$ cat src/rtl/csr_wr_ctrl.sv
// -----------------------------------------------------------------------------
// csr_wr_ctrl
//
// Read-modify-write sequencer that sits in front of a single CSR flop bank.
// It takes one CSR instruction at a time, captures the current register value,
// computes the CSRRW/CSRRS/CSRRC result (register and immediate forms), and
// protects read-only and WPRI bits. During the commit cycle it drives the new
// value onto csr_data. In every other cycle csr_data is csr_name, so the
// downstream flop simply reloads its own value.
//
// Parameters:
//   SZ        CSR width
//   RO_BITS   bits fixed by build configuration, never changed by a write
//   WPRI_BITS reserved bits, never changed by a write
//   CSR_RO    1 = whole CSR is read-only; any real write attempt is illegal
//
// Ports:
//   clk_in, reset_in        clock, synchronous active-high reset
//   req_valid / req_ready   request handshake
//   req_funct3              001 RW, 010 RS, 011 RC, 101 RWI, 110 RSI, 111 RCI
//   req_src                 rs1 value or zero-extended uimm
//   req_src_is_zero         rs1 is x0 / uimm is zero
//   flush                   kill of the in-flight request (ignored in COMMIT)
//   csr_name                current CSR register value
//   csr_data                next value for the CSR register
//   rsp_valid               one-cycle response strobe
//   rsp_rdata               CSR value before the instruction
//   rsp_illegal, rsp_wrote  response flags, qualified by rsp_valid
// -----------------------------------------------------------------------------
module csr_wr_ctrl #(
   parameter int            SZ        = 32,
   parameter logic [SZ-1:0] RO_BITS   = '0,
   parameter logic [SZ-1:0] WPRI_BITS = '0,
   parameter bit            CSR_RO    = 1'b0
) (
   input  logic          clk_in,
   input  logic          reset_in,
   input  logic          req_valid,
   output logic          req_ready,
   input  logic [2:0]    req_funct3,
   input  logic [SZ-1:0] req_src,
   input  logic          req_src_is_zero,
   input  logic          flush,
   input  logic [SZ-1:0] csr_name,
   output logic [SZ-1:0] csr_data,
   output logic          rsp_valid,
   output logic [SZ-1:0] rsp_rdata,
   output logic          rsp_illegal,
   output logic          rsp_wrote
);

   // Bits a write is allowed to change.
   localparam logic [SZ-1:0] WMASK = ~(RO_BITS | WPRI_BITS);

   typedef enum logic [1:0] {IDLE, CALC, COMMIT} state_t;

   state_t        state;
   logic [2:0]    funct3_q;
   logic [SZ-1:0] src_q;
   logic          src_zero_q;
   logic [SZ-1:0] old_q;
   logic [SZ-1:0] wr_val;

   logic          accept;
   logic [SZ-1:0] raw;
   logic          do_write;
   logic          illegal;

   assign req_ready = (state == IDLE) && !reset_in;
   assign accept    = req_valid && req_ready && !flush;

   // Reset is sampled synchronously, so the state is still COMMIT during a
   // reset cycle; gating here keeps a reset from letting a write through.
   assign csr_data = (state == COMMIT && rsp_wrote && !reset_in) ? wr_val : csr_name;

   // Operation decode and raw read-modify-write result.
   // NOTE: every always_comb output gets a default first so no path leaves it
   // unassigned, which would otherwise infer a latch.
   always_comb begin
      raw      = src_q;
      do_write = 1'b0;
      illegal  = 1'b0;
      case (funct3_q)
         3'b001, 3'b101: begin
            raw      = src_q;
            do_write = 1'b1;
         end
         3'b010, 3'b110: begin
            raw      = old_q | src_q;
            do_write = !src_zero_q;
         end
         3'b011, 3'b111: begin
            raw      = old_q & ~src_q;
            do_write = !src_zero_q;
         end
         default: illegal = 1'b1;
      endcase
      if (CSR_RO && do_write) illegal = 1'b1;
   end

   // Request capture. These are pure datapath holding registers, only read
   // after being loaded by an accepted request.
   // NOTE: datapath registers without a functional reset value are left out
   // of the reset branch; only control state and visible outputs are reset.
   always_ff @(posedge clk_in) begin
      if (accept) begin
         funct3_q   <= req_funct3;
         src_q      <= req_src;
         src_zero_q <= req_src_is_zero;
         old_q      <= csr_name;
      end
   end

   // Sequencing FSM with registered response outputs.
   // NOTE: sequential state uses non-blocking assignments so every flop
   // samples pre-edge values regardless of statement order.
   always_ff @(posedge clk_in) begin
      if (reset_in) begin
         state       <= IDLE;
         rsp_valid   <= 1'b0;
         rsp_rdata   <= '0;
         rsp_illegal <= 1'b0;
         rsp_wrote   <= 1'b0;
         wr_val      <= '0;
      end else begin
         case (state)
            IDLE: begin
               rsp_valid <= 1'b0;
               if (accept) state <= CALC;
            end
            CALC: begin
               if (flush) begin
                  state <= IDLE;
               end else begin
                  wr_val      <= (raw & WMASK) | (old_q & ~WMASK);
                  rsp_rdata   <= old_q;
                  rsp_illegal <= illegal;
                  rsp_wrote   <= do_write && !illegal;
                  rsp_valid   <= 1'b1;
                  state       <= COMMIT;
               end
            end
            COMMIT: begin
               // Commit point: flush no longer has any effect here.
               rsp_valid <= 1'b0;
               state     <= IDLE;
            end
            default: begin
               rsp_valid <= 1'b0;
               state     <= IDLE;
            end
         endcase
      end
   end

endmodule

$ cat config.mk
export PLATFORM = sky130hd
export DESIGN_NAME = csr_wr_ctrl
export DESIGN_NICKNAME = d
export VERILOG_FILES = /design/src/rtl/csr_wr_ctrl.sv
export SDC_FILE = /design/constraint.sdc
export NUM_CORES = 1
export LEC_CHECK = 0
export CAP_MARGIN = 10
export CORE_ASPECT_RATIO = 0.75
export CORE_MARGIN = 2
export CORE_UTILIZATION = 43
export DETAILED_ROUTE_END_ITERATION = 10
export PLACE_DENSITY = 0.84
export SKIP_CTS_REPAIR_TIMING = 1
export SYNTH_ARGS = -nofsm -noshare
export SYNTH_HDL_FRONTEND = slang
export SYNTH_SLANG_ARGS = --single-unit
$ cat constraint.sdc
create_clock -name clk_in -period 2.6 [get_ports clk_in]
set_clock_uncertainty 0.2 [all_clocks]
set_input_delay 0.26 -clock clk_in [delete_from_list [all_inputs] [get_ports clk_in]]
set_output_delay 0.26 -clock clk_in [all_outputs]
set_load 0.02 [all_outputs]
After elaboration in Yosys (flattened, before gate mapping)
Index checks and enable logic that the tools add are counted.

Eq/ne operators: 9. Multiplexer cells: 7. Bitwise logic cells: 5. Reductions and logical operators: 17.

Operators by type and width (number): $pmux W32 S2 (1); $and A32 B32 Y32 (1); $mux W32 (1); $not A32 Y32 (1); $or A32 B32 Y32 (1); $eq A3 B3 Y1 const B (3); $reduce_or A2 Y1 (4); $eq A3 B2 Y1 const B (2); $logic_and A1 B1 Y1 (6); $reduce_or A6 Y1 (1); $mux W2 (2); $pmux W2 S2 (1); $reduce_or A4 Y1 (1); $eq A3 B1 Y1 const B (1); $logic_not A1 Y1 (3); $eq A2 B1 Y1 const B (1); $eq A2 B2 Y1 const B (1); $logic_not A2 Y1 (1); $ne A2 B2 Y1 const B (1); $not A1 Y1 (2); $pmux W1 S2 (1); $reduce_and A2 Y1 (1); $mux W1 (1).

Bits in registers: 137. Input bits: 72. Output and inout port bits: 68. Word-level logic and storage cells: 48.

Depth between registers and ports, before layout
Gate-level depths: netlist of run 1.

Depth in word-level cells: 6. Mapped depth: 6.

Worst setup path before layout of run 1
OpenSTA, ideal clock, no wires.

Path kind: input-to-reg. From: input port reset_in. To: register funct3_q[0], enable pin. Setup time: 433 ps. Arrival: 2681 ps. Required time: 1967 ps. Setup slack: -713 ps. Cell stages on the path: 3. Cells stage by stage: clkbuf_1 nor3_1 and3b_1.

Longest elaborated chain between the ends: 4.

Ends and longest elaborated chain: from (decl) (RTL line 37) `input logic reset_in,`; $logic_not A1 Y1 (RTL line 69) `assign req_ready = (state == IDLE) && !reset_in;`; $logic_and A1 B1 Y1 (RTL line 69); named net req_ready (RTL line 39) `output logic req_ready,`; $logic_and A1 B1 Y1 (2 in a row) (RTL line 70) `assign accept = req_valid && req_ready && !flush;`; named net accept (RTL line 64) `logic accept;`; to (signal assigned) (RTL line 107) `funct3_q <= req_funct3;`; to (decl) (RTL line 58) `logic [2:0] funct3_q;`.

The timed path passes the listed nets, and every way through them passes these cells. A chain may end at the register's enable or synchronous reset.

Final worst setup path of run 1
From: register state[1]. To: output port csr_data[5].

Longest elaborated chain between the ends: 4.

Ends and longest elaborated chain: from (decl) (RTL line 57) `state_t state;`; from (signal assigned) (RTL line 119) `state <= IDLE;`; from (signal assigned) (RTL line 129) `if (accept) state <= CALC;`; from (signal assigned) (RTL line 133) `state <= IDLE;`; $eq A2 B2 Y1 (RTL line 74) `assign csr_data = (state == COMMIT && rsp_wrote && !reset_in) ? wr_val : csr_name;`; $logic_and A1 B1 Y1 (2 in a row) (RTL line 74); $mux W32 (RTL line 74); to (decl) (RTL line 45) `output logic [SZ-1:0] csr_data,`.

No other way between the ends.

==> impl_metrics.py, run 1 <==
metrics = {
    "run_status": {
        "status": "finished, violations left",
        "violations": "setup timing",
    },
    "synth": {
        "syn_nets": 514,
        "synth_edf_count": 67,
        "syn_inst": 442,
        "synth_area_leader_cell": "edfxtp_1",
        "synth.cell_area_um2": 5170,
        "synth-seq-cells": 136,
        "ys_top_cells_by_count": "72 x nand2_1, 69 x dfxtp_1, 67 x edfxtp_1",
        "yosysSeqAreaShare": 0.656,
        "synth_area_per_cell_um2": 11.7,
        "synth_warnings": 0,
        "yosysMostFrequentCell": "nand2_1",
        "synthTopCellsByArea": "edfxtp_1 39%, dfxtp_1 27%, mux2_2 7.0%",
        "synthArstFlopShare": 0,
        "yosysUniqueCellTypes": 22,
        "synth_ff_type": "dfxtp_1",
        "synth_top_area_share": 0.389,
    },
    "timing": {
        "slew_violations": 0,
        "period_needed_ns": 2.71,
        "worst_pin_slew_ns": 0.746,
        "finalSetupTns_ns": -0.225,
        "holdWs_ns": 0.0765,
        "rsz0062_at_grt": "true",
        "finalWorstSetupSlack_ns": -0.113,
        "slew_headroom": 0.502,
        "fmax_ghz": 0.369,
        "setup_viol": 2,
        "hold_viol_final": 0,
        "post-route-period-util": 1.04,
    },
    "floorplan": {
        "start_util": 0.443,
        "num_rows": 34,
        "core_area_um2": 11700,
        "chipWidth_um": 131,
        "die_y_um": 99.0,
        "io_pins": 140,
        "dieArea_um2": 12900,
    },
    "clock_network": {
        "clockRootBuffer": "clkbuf_16",
        "cts_buffers": 17,
        "cts.sinks": 136,
        "clk_pin_slew_ns": 0.06,
        "clock_latency_ns": 0.40,
        "tritoncts": "done",
        "clockBufferDepth": 2,
        "htreeDepth": 4,
    },
    "grt": {
        "grt_max_degree": 69,
        "antenna_found_initial": 0,
        "first_global_vias": 4043,
        "grt_pass1_wl_um": 20300,
        "grt_use_total": 0.205,
        "grt_overflow": 0,
    },
    "placement": {
        "place_ws_ns": 0.264,
        "portBuffers": 138,
        "hpwl_um": 8010,
        "place_congestion": 0.752,
        "place_inst": 723,
    },
    "route": {
        "wirelength_um": 13000,
        "drt-wirelength-per-cell_um": 17.1,
        "first_iter_violations": 321,
        "remaining_drc_errors": 0,
        "num_vias": 4033,
        "ant_nets": 0,
        "drtPass1Iterations": 4,
        "viasPerCell": 5.33,
    },
    "hold_path": {
        "hold_path_end": "state[0]",
        "hold_class": "primary input to flop",
        "hp-start": "reset_in",
        "whs_path_depth": 3,
    },
    "flow_run": {
        "drv_cap": 0,
    },
    "pwr": {
        "power_density_nw_per_um2": 720,
        "irDropWorstVdd_mv": 0.514,
        "p_total_mw": 5.42,
        "p_leak_nw": 2.81,
    },
    "final_layout": {
        "multi_input_area_um2": 1650,
        "drive_above_1_share": 0.143,
        "final_cells": 757,
        "nFillCells": 879,
        "seq_area_um2": 3390,
        "fin_nets": 654,
        "antenna_cells": 0,
        "area.growth.synth_to_final_pct": 45.6,
    },
    "setup_path": {
        "regToRegSetupSlack_ns": 0.68,
        "end_kind": "primary output",
        "required_ns": 2.14,
        "r2r_end": "wr_val[31]",
        "rr_startpoint": "state[0]",
        "path_max_fanout": 15,
        "reg2reg_depth": 4,
        "critPathArrivalTime_ns": 2.25,
        "worst_setup_path_start_kind": "flop",
        "critPathKind": "flop to primary output",
    },
}
==> through the flow <==
step | instance area (µm²) | utilization
after floorplan | 5170 | -
after detailed placement | 6740 | 0.579
after global placement | 6740 | 0.579
after global routing | 7530 | 0.646
after CTS | 7410 | 0.636
final | 7530 | 0.646
==> kinds of logic (layout without fill, tap and decap cells) <==
group	after synthesis	after routing	share of synthesized area
flops	136	136	0.656
simple gates	164	164	0.146
buf+inv	33	186	0.0276
compound gates	76	76	0.0985
mux	33	33	0.0717
==> routing by layer <==
metal | GRT usage | part of all wire | vias up
li1 | - | - | 1884
met1 | 0.262 | 0.42 | 1959
met2 | 0.342 | 0.51 | 178
met3 | 0.0516 | 0.065 | 12
met4 | 0.0687 | 0.0093 | 0
met5 | 0 | 0 | -
==> state kept, by name, indices dropped and copies added, names as in the netlist <==
| name | cells |
|---|---|
| old_q | 32 |
| src_zero_q | 1 |
| rsp_illegal | 1 |
| rsp_rdata | 32 |
| rsp_valid | 1 |
| rsp_wrote | 1 |
| wr_val | 32 |
| state | 2 |
| src_q | 32 |
| funct3_q | 2 |
==> cell type report <==
type	count	share of cell area
sequential	136	0.451
multi-input combinational	273	0.219
timing repair buffer	153	0.213
clock buffer	19	0.0602
clock inverter	13	0.0288
tap	162	0.0269
inverter	1	0.000499
==> layout by cell type, fill, tap and decap left out <==
| cell type | n |
|---|---|
| and3b_1 | 1 |
| dfxtp_1 | 68 |
| edfxtp_1 | 67 |
| and3b_2 | 1 |
| inv_1 | 1 |
| buf_4 | 10 |
| nor2b_1 | 28 |
| nor3_1 | 28 |
| a21oi_1 | 43 |
| a221oi_1 | 27 |
| dfxtp_2 | 1 |
| a211oi_1 | 1 |
| buf_2 | 1 |
| clkbuf_8 | 2 |
| buf_12 | 2 |
| dlymetal6s2s_1 | 30 |
| nor4b_1 | 1 |
| inv_6 | 3 |
| or3b_2 | 1 |
| bufinv_16 | 5 |
| clkinv_2 | 1 |
| mux2_2 | 32 |
| nand2_1 | 72 |
| nor3_4 | 1 |
| nor2_1 | 29 |
| clkbuf_16 | 17 |
| buf_6 | 2 |
| nor3b_4 | 1 |
| or3_1 | 1 |
| clkinv_4 | 4 |
| mux2i_1 | 1 |
| buf_8 | 1 |
| clkdlybuf4s50_1 | 107 |
| a311o_1 | 5 |
==> worst max-delay path: stages (launching register included) <==
cell	delay, ns
dfxtp_2	0.38
nand2_1	0.10
nor3_4	0.25
buf_8	0.23
mux2_2	0.35
clkdlybuf4s50_1	0.54
==> how the worst max path moves through the flow <==
stage | startpoint | to | slack, ns
detailed placement | state[1] | csr_data[22] | 0.26
global placement | state[1] | csr_data[18] | 0.29
global route | state[1] | csr_data[13] | -0.21
finish | state[1] | csr_data[5] | -0.11
CTS | state[1] | csr_data[18] | -0.17
floorplan | reset_in | funct3_q[0] | 0.02
==> power by group <==
group	leakage (nW)	switching, mW	total (mW)	internal (mW)
clock	0.329	0.929	2.70	1.77
sequential	1.17	0.0308	2.34	2.31
combinational	1.31	0.180	0.383	0.203
total	2.81	1.14	5.42	4.28
No activity file was read; power rests on OpenSTA's default activity.
==> run 2: changes to the inputs <==
--- a/config.mk
+++ b/config.mk
@@ -8,7 +8,8 @@
 export CAP_MARGIN = 10
 export CORE_ASPECT_RATIO = 0.75
-export CORE_MARGIN = 2
+export CORE_MARGIN = 5
 export CORE_UTILIZATION = 43
 export DETAILED_ROUTE_END_ITERATION = 10
+export GPL_ROUTABILITY_DRIVEN = 0
 export PLACE_DENSITY = 0.84
 export SKIP_CTS_REPAIR_TIMING = 1
--- a/constraint.sdc
+++ b/constraint.sdc
@@ -3,3 +3,3 @@
 set_input_delay 0.26 -clock clk_in [delete_from_list [all_inputs] [get_ports clk_in]]
 set_output_delay 0.26 -clock clk_in [all_outputs]
-set_load 0.02 [all_outputs]
+set_load 0.01 [all_outputs]
==> impl_metrics.py, run 2 (synthesized netlist as in run 1, its figures left out) <==
metrics = {
    "route": {
        "drt-wirelength-per-cell_um": 17.6,
        "drtPass1Iterations": 5,
        "first_iter_violations": 228,
        "wirelength_um": 13300,
        "num_vias": 4053,
        "viasPerCell": 5.36,
        "ant_nets": 0,
        "remaining_drc_errors": 0,
    },
    "final_layout": {
        "postLayoutCellArea_um2": 7410,
        "nFillCells": 874,
        "multi_input_area_um2": 1650,
        "seq_area_um2": 3400,
        "drive_above_1_share": 0.140,
        "antenna_cells": 0,
        "area.growth.synth_to_final_pct": 43.4,
        "final_cells": 756,
        "fin_nets": 653,
        "layout_common_cells": "113 x clkdlybuf4s50_1, 72 x nand2_1, 67 x edfxtp_1, 67 x dfxtp_1, 43 x a21oi_1",
        "layout_commonest_cell": "clkdlybuf4s50_1",
    },
    "floorplan": {
        "core_area_um2": 11700,
        "start_util": 0.442,
        "num_rows": 34,
        "chipWidth_um": 137,
        "die_y_um": 105,
        "dieArea_um2": 14300,
        "io_pins": 140,
    },
    "setup_path": {
        "end_kind": "primary output",
        "required_ns": 2.14,
        "rr_startpoint": "funct3_q[0]",
        "crit_cells": 5,
        "regToRegSetupSlack_ns": 0.41,
        "reg2reg_depth": 4,
        "critPathLaunch": "state[1]",
        "slowest_stage": "clkdlybuf4s50_1",
        "crit_end": "csr_data[8]",
        "max_stage_delay_ns": 0.49,
        "path_cells": "nand2_1 > nor3_4 > buf_6 > mux2_2 > clkdlybuf4s50_1",
        "worst_setup_path_start_kind": "flop",
        "r2r_end": "wr_val[4]",
        "critPathArrivalTime_ns": 2.03,
        "critPathKind": "flop to primary output",
        "path_max_fanout": 8,
        "path_buf_inv": 2,
        "cp_top_family": "buffers and inverters",
    },
    "clock_network": {
        "cts_buffers": 17,
        "clock_latency_ns": 0.40,
        "clockBufferDepth": 2,
        "cts.sinks": 136,
        "clk_pin_slew_ns": 0.06,
        "htreeDepth": 4,
        "clockRootBuffer": "clkbuf_16",
        "tritoncts": "done",
    },
    "placement": {
        "place_area_um2": 6730,
        "hpwl_um": 8340,
        "place_ws_ns": 0.286,
        "portBuffers": 138,
        "place_inst": 721,
    },
    "timing": {
        "slew_violations": 0,
        "fmax_ghz": 0.401,
        "hold_viol_final": 0,
        "period_needed_ns": 2.49,
        "finalWorstSetupSlack_ns": 0.107,
        "finalSetupTns_ns": 0,
        "rsz0062_at_grt": "false",
        "post-route-period-util": 0.959,
        "slew_headroom": 0.499,
        "worst_pin_slew_ns": 0.752,
        "setup_viol": 0,
    },
    "run_status": {
        "status": "completed",
    },
    "pwr": {
        "power_density_nw_per_um2": 677,
        "p_leak_nw": 2.71,
        "p_total_mw": 5.02,
        "irDropWorstVdd_mv": 0.431,
    },
    "grt": {
        "grt_overflow": 0,
        "grt_pass1_wl_um": 20500,
        "antenna_found_initial": 0,
        "grt_use_total": 0.182,
        "first_global_vias": 4134,
        "grt_max_degree": 73,
    },
    "hold_path": {
        "hold_class": "primary input to flop",
    },
    "flow_run": {
        "drv_cap": 0,
    },
}
[run 2: metal layers]
metal / routed length (µm) / vias up / global-route usage
met5: 0 / - / 0
li1: - / 1882 / -
met1: 5610 / 1984 / 0.232
met2: 6610 / 175 / 0.299
met4: 105 / 0 / 0.0655
met3: 1020 / 12 / 0.0514
[run 2: stage by stage]
step	hold WS [ns]	utilization
finish	0.109	0.634
global route	0.125	0.634
CTS	0.0541	0.624
detailed placement	0.240	0.575
global placement	0.238	0.575
floorplan	0.159	-
[run 2: how the worst min path moves through the flow]
stage / start / endpoint / cells after the start
2_1_floorplan: req_funct3[0] / funct3_q[0] / 0
3_3_place_gp: wr_val[2] / wr_val[2] / 2
3_5_place_dp: wr_val[1] / wr_val[1] / 2
4_1_cts: reset_in / state[0] / 3
5_1_grt: reset_in / state[0] / 3
6_report: reset_in / state[0] / 3
[run 2: layout make-up]
class                      count  share of cell area
clock buffer                  20              0.0603
inverter                       1            0.000506
multi-input combinational    273               0.223
clock inverter                12              0.0172
tap                          162              0.0273
sequential                   136               0.458
timing repair buffer         152               0.213
[run 2: worst reg2reg max path: cells and delay by family, from the launching register on]
family | cells | cell delay [ns]
AND/OR/NAND/NOR | 2 | 0.54
buffers and inverters | 1 | 0.37
flip-flops | 1 | 0.53
AO/OA/AOI/OAI | 1 | 0.40
[run 2: where the power goes]
group	leakage (nW)	switching (mW)	internal, mW
Sequential	1.17	0.0315	2.31
Clock	0.280	0.886	1.43
Combinational	1.25	0.152	0.201
Total	2.71	1.07	3.95
